===== src/rtl/sd_resp_rx_if.sv =====
// ----------------------------------------------------------------------------
// sd_resp_rx_if
//   Signal bundle between the host-controller FSM and the SD CMD-line
//   response receiver.
//
//   Signals:
//     start        host -> rx  single-cycle arm request
//     skip_crc     host -> rx  sampled with start; 1 = R3 (no CRC check)
//     cmd_in       host -> rx  synchronized CMD line, idles high
//     busy         rx -> host  waiting for start bit or receiving
//     done         rx -> host  one-cycle completion / timeout pulse
//     resp_index   rx -> host  response bits 45:40
//     resp_arg     rx -> host  response bits 39:8
//     crc_error    rx -> host  CRC7 mismatch (or CRC field != 7'h7F for R3)
//     frame_error  rx -> host  bad transmission bit or end bit
//     timeout      rx -> host  no start bit inside the Ncr window
//
//   Modports:
//     master  host-controller side
//     slave   receiver side
// ----------------------------------------------------------------------------
interface sd_resp_rx_if;
    logic        start;
    logic        skip_crc;
    logic        cmd_in;
    logic        busy;
    logic        done;
    logic [5:0]  resp_index;
    logic [31:0] resp_arg;
    logic        crc_error;
    logic        frame_error;
    logic        timeout;

    modport master (
        output start, skip_crc, cmd_in,
        input  busy, done, resp_index, resp_arg, crc_error, frame_error, timeout
    );

    modport slave (
        input  start, skip_crc, cmd_in,
        output busy, done, resp_index, resp_arg, crc_error, frame_error, timeout
    );
endinterface


===== src/rtl/sd_resp_rx.sv =====
// ----------------------------------------------------------------------------
// sd_resp_rx
//   Bit-serial receiver for 48-bit SD command responses (R1/R1b/R3/R6/R7).
//   Once armed it waits up to TIMEOUT cycles for the start bit, shifts in
//   one CMD bit per clock, runs CRC7 (x^7 + x^3 + 1) over bits 47..8 and
//   checks the received CRC field and the framing bits.
//
//   Parameters:
//     TIMEOUT  Ncr limit in clk cycles spent waiting for the start bit.
//
//   Ports:
//     clk    sampling clock, one CMD bit per rising edge
//     reset  synchronous, active-high; aborts any transfer without done
//     bus    sd_resp_rx_if.slave (handshake, CMD line and results)
// ----------------------------------------------------------------------------
module sd_resp_rx #(
    parameter int TIMEOUT = 64
) (
    input  logic          clk,
    input  logic          reset,
    sd_resp_rx_if.slave   bus
);

    localparam int WAIT_W = (TIMEOUT > 1) ? $clog2(TIMEOUT) : 1;
    localparam logic [WAIT_W-1:0] WAIT_LAST = WAIT_W'(TIMEOUT - 1);

    typedef enum logic [1:0] {
        IDLE,
        WAIT_START,
        RECV,
        DONE
    } state_e;

    state_e            state_q,       state_d;
    logic [WAIT_W-1:0] wait_cnt_q,    wait_cnt_d;
    logic [5:0]        bit_cnt_q,     bit_cnt_d;
    logic [6:0]        crc_q,         crc_d;
    logic [6:0]        rx_crc_q,      rx_crc_d;
    logic              skip_crc_q,    skip_crc_d;
    logic [5:0]        resp_index_q,  resp_index_d;
    logic [31:0]       resp_arg_q,    resp_arg_d;
    logic              crc_error_q,   crc_error_d;
    logic              frame_error_q, frame_error_d;
    logic              timeout_q,     timeout_d;

    // One step of the serial CRC7 shift register.
    function automatic logic [6:0] crc7_step(input logic [6:0] crc, input logic din);
        logic fb;
        fb = din ^ crc[6];
        return {crc[5:0], 1'b0} ^ (fb ? 7'h09 : 7'h00);
    endfunction

    // ------------------------------------------------------------------------
    // Next-state and datapath logic
    // ------------------------------------------------------------------------
    always_comb begin
        // NOTE: every _d holds its _q value unless a branch below overrides
        // it, so no path through the case can leave a latch behind.
        state_d       = state_q;
        wait_cnt_d    = wait_cnt_q;
        bit_cnt_d     = bit_cnt_q;
        crc_d         = crc_q;
        rx_crc_d      = rx_crc_q;
        skip_crc_d    = skip_crc_q;
        resp_index_d  = resp_index_q;
        resp_arg_d    = resp_arg_q;
        crc_error_d   = crc_error_q;
        frame_error_d = frame_error_q;
        timeout_d     = timeout_q;

        unique case (state_q)
            IDLE: begin
                wait_cnt_d = '0;
                crc_d      = 7'h00;
                if (bus.start) begin
                    // Results of the previous response are held until here.
                    state_d       = WAIT_START;
                    skip_crc_d    = bus.skip_crc;
                    rx_crc_d      = 7'h00;
                    resp_index_d  = '0;
                    resp_arg_d    = '0;
                    crc_error_d   = 1'b0;
                    frame_error_d = 1'b0;
                    timeout_d     = 1'b0;
                end
            end

            WAIT_START: begin
                if (!bus.cmd_in) begin
                    // Start bit is response bit 47 and is part of the CRC.
                    // Checked first so a start bit in the last wait cycle
                    // wins over the timeout.
                    state_d   = RECV;
                    crc_d     = crc7_step(crc_q, bus.cmd_in);
                    bit_cnt_d = 6'd46;
                end else if (wait_cnt_q == WAIT_LAST) begin
                    state_d   = DONE;
                    timeout_d = 1'b1;
                end else begin
                    wait_cnt_d = wait_cnt_q + 1'b1;
                end
            end

            RECV: begin
                if (bit_cnt_q >= 6'd8) begin
                    crc_d = crc7_step(crc_q, bus.cmd_in);
                end

                if (bit_cnt_q == 6'd46 && bus.cmd_in) begin
                    frame_error_d = 1'b1;
                end

                if (bit_cnt_q >= 6'd40 && bit_cnt_q <= 6'd45) begin
                    resp_index_d = {resp_index_q[4:0], bus.cmd_in};
                end

                if (bit_cnt_q >= 6'd8 && bit_cnt_q <= 6'd39) begin
                    resp_arg_d = {resp_arg_q[30:0], bus.cmd_in};
                end

                if (bit_cnt_q >= 6'd1 && bit_cnt_q <= 6'd7) begin
                    rx_crc_d = {rx_crc_q[5:0], bus.cmd_in};
                end

                if (bit_cnt_q == 6'd0) begin
                    // End bit. Both CRCs are complete by now, so the compare
                    // is registered here and is already valid in the DONE
                    // cycle alongside the done pulse.
                    if (!bus.cmd_in) begin
                        frame_error_d = 1'b1;
                    end
                    crc_error_d = skip_crc_q ? (rx_crc_q != 7'h7F)
                                             : (rx_crc_q != crc_q);
                    state_d     = DONE;
                end else begin
                    bit_cnt_d = bit_cnt_q - 1'b1;
                end
            end

            DONE: begin
                // start is deliberately not looked at here.
                state_d = IDLE;
            end

            default: begin
                state_d = IDLE;
            end
        endcase
    end

    // ------------------------------------------------------------------------
    // State registers
    // ------------------------------------------------------------------------
    always_ff @(posedge clk) begin
        // NOTE: non-blocking assignments make every register sample the
        // pre-edge values, independent of statement order.
        if (reset) begin
            state_q       <= IDLE;
            wait_cnt_q    <= '0;
            bit_cnt_q     <= '0;
            crc_q         <= '0;
            rx_crc_q      <= '0;
            skip_crc_q    <= 1'b0;
            resp_index_q  <= '0;
            resp_arg_q    <= '0;
            crc_error_q   <= 1'b0;
            frame_error_q <= 1'b0;
            timeout_q     <= 1'b0;
        end else begin
            state_q       <= state_d;
            wait_cnt_q    <= wait_cnt_d;
            bit_cnt_q     <= bit_cnt_d;
            crc_q         <= crc_d;
            rx_crc_q      <= rx_crc_d;
            skip_crc_q    <= skip_crc_d;
            resp_index_q  <= resp_index_d;
            resp_arg_q    <= resp_arg_d;
            crc_error_q   <= crc_error_d;
            frame_error_q <= frame_error_d;
            timeout_q     <= timeout_d;
        end
    end

    // ------------------------------------------------------------------------
    // Outputs
    // ------------------------------------------------------------------------
    assign bus.busy        = (state_q == WAIT_START) || (state_q == RECV);
    assign bus.done        = (state_q == DONE);
    assign bus.resp_index  = resp_index_q;
    assign bus.resp_arg    = resp_arg_q;
    assign bus.crc_error   = crc_error_q;
    assign bus.frame_error = frame_error_q;
    assign bus.timeout     = timeout_q;

endmodule


===== src/flat_wrapper.sv =====
// flat-port wrapper written by rule: the top's interface ports become plain ports
module sd_resp_rx_flat 
#(
    parameter int TIMEOUT = 64
)
  (clk, reset, bus_start, bus_skip_crc, bus_cmd_in, bus_busy, bus_done, bus_resp_index, bus_resp_arg, bus_crc_error, bus_frame_error, bus_timeout);
  sd_resp_rx_if bus_i ();
  input  logic clk;
  input  logic reset;
  input wire logic [$bits(bus_i.start)-1:0] bus_start;
  input wire logic [$bits(bus_i.skip_crc)-1:0] bus_skip_crc;
  input wire logic [$bits(bus_i.cmd_in)-1:0] bus_cmd_in;
  output wire logic [$bits(bus_i.busy)-1:0] bus_busy;
  output wire logic [$bits(bus_i.done)-1:0] bus_done;
  output wire logic [$bits(bus_i.resp_index)-1:0] bus_resp_index;
  output wire logic [$bits(bus_i.resp_arg)-1:0] bus_resp_arg;
  output wire logic [$bits(bus_i.crc_error)-1:0] bus_crc_error;
  output wire logic [$bits(bus_i.frame_error)-1:0] bus_frame_error;
  output wire logic [$bits(bus_i.timeout)-1:0] bus_timeout;
  assign bus_i.start = bus_start;
  assign bus_i.skip_crc = bus_skip_crc;
  assign bus_i.cmd_in = bus_cmd_in;
  assign bus_busy = bus_i.busy;
  assign bus_done = bus_i.done;
  assign bus_resp_index = bus_i.resp_index;
  assign bus_resp_arg = bus_i.resp_arg;
  assign bus_crc_error = bus_i.crc_error;
  assign bus_frame_error = bus_i.frame_error;
  assign bus_timeout = bus_i.timeout;
  sd_resp_rx #(.TIMEOUT(TIMEOUT)) u_core (.clk(clk), .reset(reset), .bus(bus_i));
endmodule

===== config.mk =====
export PLATFORM = sky130hd
export DESIGN_NAME = sd_resp_rx_flat
export DESIGN_NICKNAME = d
export VERILOG_FILES = /design/src/rtl/sd_resp_rx_if.sv /design/src/rtl/sd_resp_rx.sv /design/src/flat_wrapper.sv
export SDC_FILE = /design/constraint.sdc
export NUM_CORES = 1
export LEC_CHECK = 0
export CAP_MARGIN = 30
export CORE_ASPECT_RATIO = 1.1
export CORE_UTILIZATION = 41
export CTS_CLUSTER_SIZE = 20
export DETAILED_ROUTE_END_ITERATION = 8
export SLEW_MARGIN = 40
export SYNTH_ARGS = -nofsm -noshare
export SYNTH_HDL_FRONTEND = slang
export SYNTH_SLANG_ARGS = --single-unit

===== constraint.sdc =====
create_clock -name clk -period 2.5 [get_ports clk]
set_clock_uncertainty 0.05 [all_clocks]
set_input_delay 0.75 -clock clk [delete_from_list [all_inputs] [get_ports clk]]
set_output_delay 0.75 -clock clk [all_outputs]
set_load 0.03 [all_outputs]

-- Yosys cells after proc, flatten, opt, wreduce, memory -nomap -nowiden
Index checks and enable logic that the tools add are counted.
- bits in registers: 70
- add/sub/neg operators: 2
- $lt $le $gt $ge: 6
- eq/ne operators: 19
- muxes and demuxes: 35
- bitwise gates (word level): 2
- reductions and logical operators: 22
- operators with widths (operator ; number):
    $mux 32 ; 2
    $pmux 32 s2 ; 1
    $mux 6 ; 6
    $pmux 6 s2 ; 3
    $mux 7 ; 4
    $reduce_and 3->1 ; 8
    $pmux 7 s3 ; 1
    $pmux 7 s2 ; 1
    $eq 6x6->1 const B ; 2
    $le 6x6->1 const B ; 2
    $ne 2x1->1 const B ; 6
    $ne 2x2->1 const B ; 5
    $mux 1 ; 8
    $mux 2 ; 4
    $pmux 2 s4 ; 1
    $ne 7x7->1 ; 1
    $ne 7x7->1 const B ; 1
    $xor 7x7->7 ; 1
    $add 6x1->6 const B ; 1
    $ge 6x1->1 const B ; 1
    $ge 6x4->1 const B ; 1
    $ge 6x6->1 const B ; 1
    $le 6x3->1 const B ; 1
    $logic_not 6->1 ; 1
    14 further kinds ; 23

-- Depth between registers and ports, before layout
Gate-level depths: netlist of run 1.
- depth in word-level cells: 6
- depth in mapped cells: 9

-- Worst setup path after synthesis of run 1
No wires, ideal clock.
- path kind: register to register
- from: register u_core.state_q[0]
- to: register u_core.wait_cnt_q[5]
- setup time: 0.059 ns
- arrival time: 1.766 ns
- required time: 2.391 ns
- setup slack: 0.625 ns
- cell stages (with the launch flop): 8
- buffers on the path: 1
- cell sequence: dfxtp_1 inv_1 ha_1 nor2b_1 buf_2 or2_4 or4_1 nand2_1
- longest elaborated chain between the ends: 3
- elaborated cells between the ends (all ways): 7
- ends and longest elaborated chain (what ; line ; text):
    from (decl) ; sd_resp_rx.sv:34 ; state_e state_q, state_d;
    from (signal assigned) ; sd_resp_rx.sv:170 ; state_q <= state_d;
    $eq 2x1->1 or $logic_not 2->1 (tied branches) ; sd_resp_rx.sv:71 ; unique case (state_q)
    $ne 2x2->1 (no source line) or $reduce_bool 2->1 (tied branches) ; - ;
    $reduce_and 3->1 (no source line) ; - ;
    to (signal assigned) ; sd_resp_rx.sv:171 ; wait_cnt_q <= wait_cnt_d;
    to (decl) ; sd_resp_rx.sv:35 ; logic [WAIT_W-1:0] wait_cnt_q, wait_cnt_d;
Several ways; a longest one is shown, not always the timed one.
A chain may end at the register's enable or synchronous reset.

-- Final worst setup path of run 1
- from: register u_core.state_q[1]
- to: output bus_busy
- longest elaborated chain between the ends: 2
- elaborated cells between the ends (all ways): 3
- ends and longest elaborated chain (what ; line ; text):
    $eq 2x1->1 or $eq 2x2->1 (tied branches) ; sd_resp_rx.sv:187 ; assign bus.busy = (state_q == WAIT_START) || (state_q == RECV);
    $logic_or 1x1->1 * ; sd_resp_rx.sv:187 ;
    to (decl) ; flat_wrapper.sv:13 ; output wire logic [$bits(bus_i.busy)-1:0] bus_busy;
Mark *: on every way between the ends. The rest lies on a longest branch, timed or not.

==> flow_summary.toml, run 1 <==
[run_status]
status = "finished, final reports clean"

[worst_setup_path]
max_stage_delay_ps = 420
endpoint_kind = "primary output"
timing.rr.start = "u_core.state_q[1]"
regToRegSetupSlack_ps = 360
reg2regPathDepth = 6
worstPathArrival_ps = 1580
cp.required_ps = 1700
timing.rr.end = "u_core.wait_cnt_q[5]"
critical_path.startpoint_type = "flip-flop"
path_cells = "inv_1 -> ha_1 -> dlygate4sd2_1"
critical_path_class = "flip-flop to primary output"
slowest_stage = "dfxtp_1"
path_max_fanout = 5

[clock_tree]
cts_setup_buffers = 0
cts.clk_slew.worst_paths_ps = 80
cts_buffers = 9
root_buffer = "clkbuf_8"
cts-htree-levels = 3
cts_buffer_depth = 2
cts_tree = "yes"
clock_latency_ps = 350
cts.sinks = 70

[die]
ios = 48
initial_core_util_pct = 42.8
die_w_um = 86.4
core_sq_um = 7510
rows = 33
die_h_um = 94.8
dieArea_sq_um = 8200

[route]
initialDrtViolationCount = 134
routed_wl_mm = 7.49
drtPass1Iterations = 4
ant_nets = 0
drc = 0
wire_per_inst_um = 14.0
vias_per_cell = 5.32
via_count = 2849

[grt]
grt_pass1_vias = 2649
grt_usage_pct = 19.7
grt_max_degree = 42
antenna_found_initial = 0
grt_first_pass_wirelength_mm = 12.6
overflow = 0

[logic_synthesis]
synth.yosys.warnings = 0
syn_nets = 396
syn_area_per_cell_sq_um = 8.46
synth_seq_cells = 70
yosysUniqueCellTypes = 46
synth_edf_count = 0
syn-cell-area_sq_um = 3210
async_flop_share_pct = 0
syn_inst = 380
synthFlopType = "dfxtp_1"
synth-seq-area-share_pct = 43.6

[timing]
finalCritPeriodShare_pct = 95.0
final.setup.tns_ps = 0
rsz0062_at_grt = "no"
fmax_ghz = 0.421
finalSetupViolCount = 0
slew_violations = 0
setup_ws_ps = 125
finalCriticalPeriod_ps = 2380
slew_headroom_pct = 63.1
final_hold_viol_count = 0
worstMarginPinSlew_ps = 552

[finish]
fill_cells = 744
antenna_cells = 0
final_nets = 442
area_growth_pct = 25.2
drive_gt1_share_pct = 9.51
final_common_cell = "dfxtp_1"
mostFrequentLayoutCells = "dfxtp_1, nand3_1, a21oi_1"

[min_path]
hold_end = "u_core.bus.resp_arg[31]"
timing.hold.worst_path_depth = 2
hp-class = "flip-flop to flip-flop"
hold_path.startpoint = "u_core.bus.resp_arg[31]"

[power_and_ir_drop]
irDropWorstVdd_mv = 0.383
power.density_nw_per_um2 = 955
power.leakage_nw = 1.43

[placement]
gp_congestion = 0.825
hpwlAfterDp_mm = 4.98
place_ws_ps = 97.3
numPortBuffers = 47

[run]
cap_violations = 0
==> metal layers <==
| layer | GRT usage [%] | routed length [um] | share of wire, % |
|---|---|---|---|
| met1 | 25.5 | 3620 | 48 |
| met2 | 31.4 | 3520 | 47 |
| met3 | 4.55 | 227 | 3.0 |
| met4 | 8.61 | 128 | 1.7 |
| met5 | 0 | 0 | 0 |
==> critical path: cells and delay by family, from the launching register on <==
family                     cells  cell delay, ps
adders and majority gates      1             300
buffers and inverters          2             510
DFF                            1             420
==> area by class of cell <==
type	instances	area (sq um)	area share, %
well taps	105	131	3.27
clock buffers	9	124	3.08
clock inverters	7	97.6	2.43
repair buffers	60	589	14.7
flip-flops and latches	70	1400	34.8
multi-input cells	278	1650	41.1
inverters	7	26.3	0.653
==> flip-flops by register name, indices dropped and copies added (netlist names) <==
signal	flops
u_core.wait_cnt_q	6
u_core.bus.resp_arg	32
u_core.rx_crc_q	7
u_core.bus.crc_error	1
u_core.bus.timeout	1
u_core.crc_q	7
u_core.bus.resp_index	6
u_core.skip_crc_q	1
u_core.state_q	2
u_core.bit_cnt_q	6
u_core.bus.frame_error	1
==> repair_timing <==
item	CTS	global route
resized for setup	1	1
hold buffers	0	0
gates cloned	0	0
setup endpoints to repair	1	1
==> logic make-up after synthesis <==
| group | share of synthesized area (%) |
|---|---|
| DFF | 43.6 |
| muxes | 0.623 |
| and+or+nand+nor | 21.5 |
| adders and majority gates | 4.28 |
| AOI/OAI and AO/OA | 21.4 |
| buffers and inverters | 5.02 |
| xor gates and xnor gates | 3.54 |
==> stage by stage <==
| stage | hold slack [ps] | util, % | cells | instance area, sq um | power (mW) |
|---|---|---|---|---|---|
| 5_1_grt | 439 | 53.5 | 536 | 4020 | 4.10 |
| 3_3_place_gp | 391 | 50.6 | 520 | 3800 | 2.84 |
| 3_5_place_dp | 402 | 50.6 | 520 | 3800 | 2.85 |
| 4_1_cts | 413 | 53.5 | 536 | 4020 | 3.86 |
| 6_report | 405 | 53.5 | 536 | 4020 | 3.84 |
| 2_1_floorplan | 408 | - | 380 | 3210 | 2.47 |
==> where the power goes <==
group,leakage (nW),switching [mW],internal [mW]
Combinational,0.756,0.977,0.545
Sequential,0.566,0.108,1.19
Clock,0.106,0.455,0.564
==> cell usage after synthesis, types with 3 or more instances <==
| master | count | area (sq um) |
|---|---|---|
| a21oi_1 | 49 | 245 |
| nor2b_1 | 3 | 18.8 |
| ha_1 | 11 | 138 |
| inv_1 | 7 | 26.3 |
| nand2_1 | 48 | 180 |
| nor3b_1 | 3 | 22.5 |
| xnor2_1 | 3 | 26.3 |
| o21ai_0 | 8 | 40.0 |
| nor2_1 | 26 | 97.6 |
| buf_2 | 8 | 40.0 |
| clkbuf_1 | 12 | 45.0 |
| o41ai_1 | 4 | 35.0 |
| nand3_1 | 50 | 250 |
| a21o_1 | 7 | 52.6 |
| a22oi_1 | 7 | 52.6 |
| xor2_1 | 10 | 87.6 |
| a22o_1 | 7 | 61.3 |
| nor4_1 | 3 | 18.8 |
| dfxtp_1 | 70 | 1400 |
| nor3_1 | 4 | 20.0 |
| buf_6 | 4 | 45.0 |
| a31oi_1 | 7 | 43.8 |
==> worst max-delay path by stage <==
stage / to / slack [ps] / startpoint
CTS: bus_done / 10 / u_core.state_q[1]
floorplan: u_core.wait_cnt_q[5] / 630 / u_core.state_q[0]
global route: bus_busy / 40 / u_core.state_q[1]
global placement: u_core.bit_cnt_q[5] / 120 / bus_cmd_in
finish: bus_busy / 120 / u_core.state_q[1]
detailed placement: u_core.wait_cnt_q[5] / 100 / bus_cmd_in
No activity file was read; power rests on OpenSTA's default activity.
==> run 2, diff against run 1 <==
==> constraint.sdc (replaced) <==
create_clock -name clk -period 2.5 [get_ports clk]
set_clock_uncertainty 0.05 [all_clocks]
set_input_delay 0.75 -clock clk [delete_from_list [all_inputs] [get_ports clk]]
set_output_delay 0.75 -clock clk [all_outputs]
set_load 0.05 [all_outputs]
==> run 2 against run 1 <==
- maximum frequency increased by 0.25%
- critical endpoint unchanged
- sequential cell count unchanged
- worst hold slack got worse by 7.2 ps
- core utilization increased by 0.30 points
- highest routed layer unchanged
- first-iteration DRC count unchanged
==> flow_summary.toml, run 2 (same netlist as run 1, synthesis figures left out) <==
[route]
wire_per_inst_um = 13.7
drc = 0
initialDrtViolationCount = 134
drtPass1Iterations = 4
via_count = 2851
vias_per_cell = 5.31
routed_wl_mm = 7.36
ant_nets = 0

[timing]
final_hold_viol_count = 0
rsz0062_at_grt = "no"
finalCritPeriodShare_pct = 94.8
slew_headroom_pct = 63.3
worstMarginPinSlew_ps = 549
fmax_ghz = 0.422
slew_violations = 0
finalCriticalPeriod_ps = 2370
final.setup.tns_ps = 0
finalSetupViolCount = 0

[die]
ios = 48
die_h_um = 94.8
dieArea_sq_um = 8200
initial_core_util_pct = 42.8
rows = 33
die_w_um = 86.4
core_sq_um = 7510

[finish]
drive_gt1_share_pct = 10.2
antenna_cells = 0
multi_input_area_sq_um = 1650
fill_cells = 719
mostFrequentLayoutCells = "dfxtp_1, nand3_1, a21oi_1"
largest_reg_flops = 32
final_nets = 443
final_common_cell = "dfxtp_1"
regArea_sq_um = 1400
area_growth_pct = 25.9

[worst_setup_path]
slowest_stage = "ha_1"
cp.required_ps = 1700
critical_path_class = "flip-flop to primary output"
max_stage_delay_ps = 520
worstPathArrival_ps = 1570
path_max_fanout = 9
path_cells = "inv_1 -> ha_1 -> buf_12"
endpoint_kind = "primary output"
critical_path.startpoint_type = "flip-flop"

[run]
cap_violations = 0

[placement]
gp_congestion = 0.820
numPortBuffers = 47
hpwlAfterDp_mm = 5.04

[clock_tree]
cts.clk_slew.worst_paths_ps = 70
root_buffer = "clkbuf_8"
cts-htree-levels = 3
cts_tree = "yes"
ctsResizeCount = 0
cts_buffers = 9
clock_latency_ps = 350
cts_buffer_depth = 2
cts.sinks = 70
cts_setup_buffers = 0
postCtsHoldBufs = 0

[grt]
grt_first_pass_wirelength_mm = 12.6
grt_usage_pct = 19.6
grt_pass1_vias = 2618
overflow = 0
antenna_found_initial = 0
grt_max_degree = 36

[power_and_ir_drop]
p_total_mw = 3.96
irDropWorstVdd_mv = 0.477
power.leakage_nw = 1.42
power.density_nw_per_um2 = 978

[min_path]
hp-class = "flip-flop to flip-flop"

[run_status]
status = "finished, final reports clean"
-- run 2: cell types whose count changed in the layout (fill, tap and decap cells not counted), sizes merged --
| cell | before | now |
|---|---|---|
| clkinv | 2 | 1 |
| buf | 14 | 17 |
| clkbuf | 9 | 10 |
| dlygate4sd2 | 1 | 0 |
| dlymetal6s2s | 1 | 0 |
-- run 2: worst paths after layout --
| check | from | end | slack, ps | depth (start not counted) |
|---|---|---|---|---|
| worst max-delay path | u_core.state_q[1] | bus_busy | 130 | 3 |
| worst min register to register | u_core.bus.resp_arg[31] | u_core.bus.resp_arg[31] | 400 | 2 |
| worst min-delay path | u_core.bus.resp_arg[31] | u_core.bus.resp_arg[31] | 400 | 2 |
| worst max register to register | u_core.state_q[1] | u_core.wait_cnt_q[5] | 380 | 6 |
-- run 2: per-layer routing --
metal | vias up | part of all wire [%] | GRT usage, %
li1 | 1447 | - | -
met1 | 1340 | 48 | 25.1
met2 | 55 | 47 | 31.7
met3 | 9 | 3.3 | 3.58
met4 | 0 | 1.8 | 9.58
met5 | - | 0 | 0
-- run 2: stage by stage --
| step | worst slack (ps) | utilization (%) | std cells | instance area [sq um] | hold slack, ps |
|---|---|---|---|---|---|
| floorplan | 625 | - | 380 | 3210 | 408 |
| finish | 131 | 53.8 | 537 | 4050 | 398 |
| CTS | 121 | 53.8 | 537 | 4050 | 405 |
| global route | 56.2 | 53.8 | 537 | 4050 | 426 |
| global placement | 101 | 50.8 | 521 | 3810 | 392 |
| detailed placement | 57.8 | 50.8 | 521 | 3810 | 395 |
-- run 2: cell type report --
| cell class | instances | area share (%) |
|---|---|---|
| Clock buffer | 10 | 3.40 |
| Tap cell | 105 | 3.25 |
| Multi-Input combinational cell | 278 | 40.9 |
| Clock inverter | 6 | 2.29 |
| Sequential cell | 70 | 34.6 |
| Timing Repair Buffer | 61 | 14.9 |
| Inverter | 7 | 0.650 |
-- run 2: power by group --
part	internal (mW)	total, mW	switching [mW]	leakage, nW
Sequential	1.19	1.29	0.103	0.566
Combinational	0.589	1.61	1.02	0.746
Clock	0.594	1.05	0.453	0.109
-- run 2: worst max-delay path: cells and delay by family, from the launching register on --
kind                     cells  cell delay (ps)
flip-flops                   1              400
adder cells (fa/ha/maj)      1              520
buffers and inverters        2              290
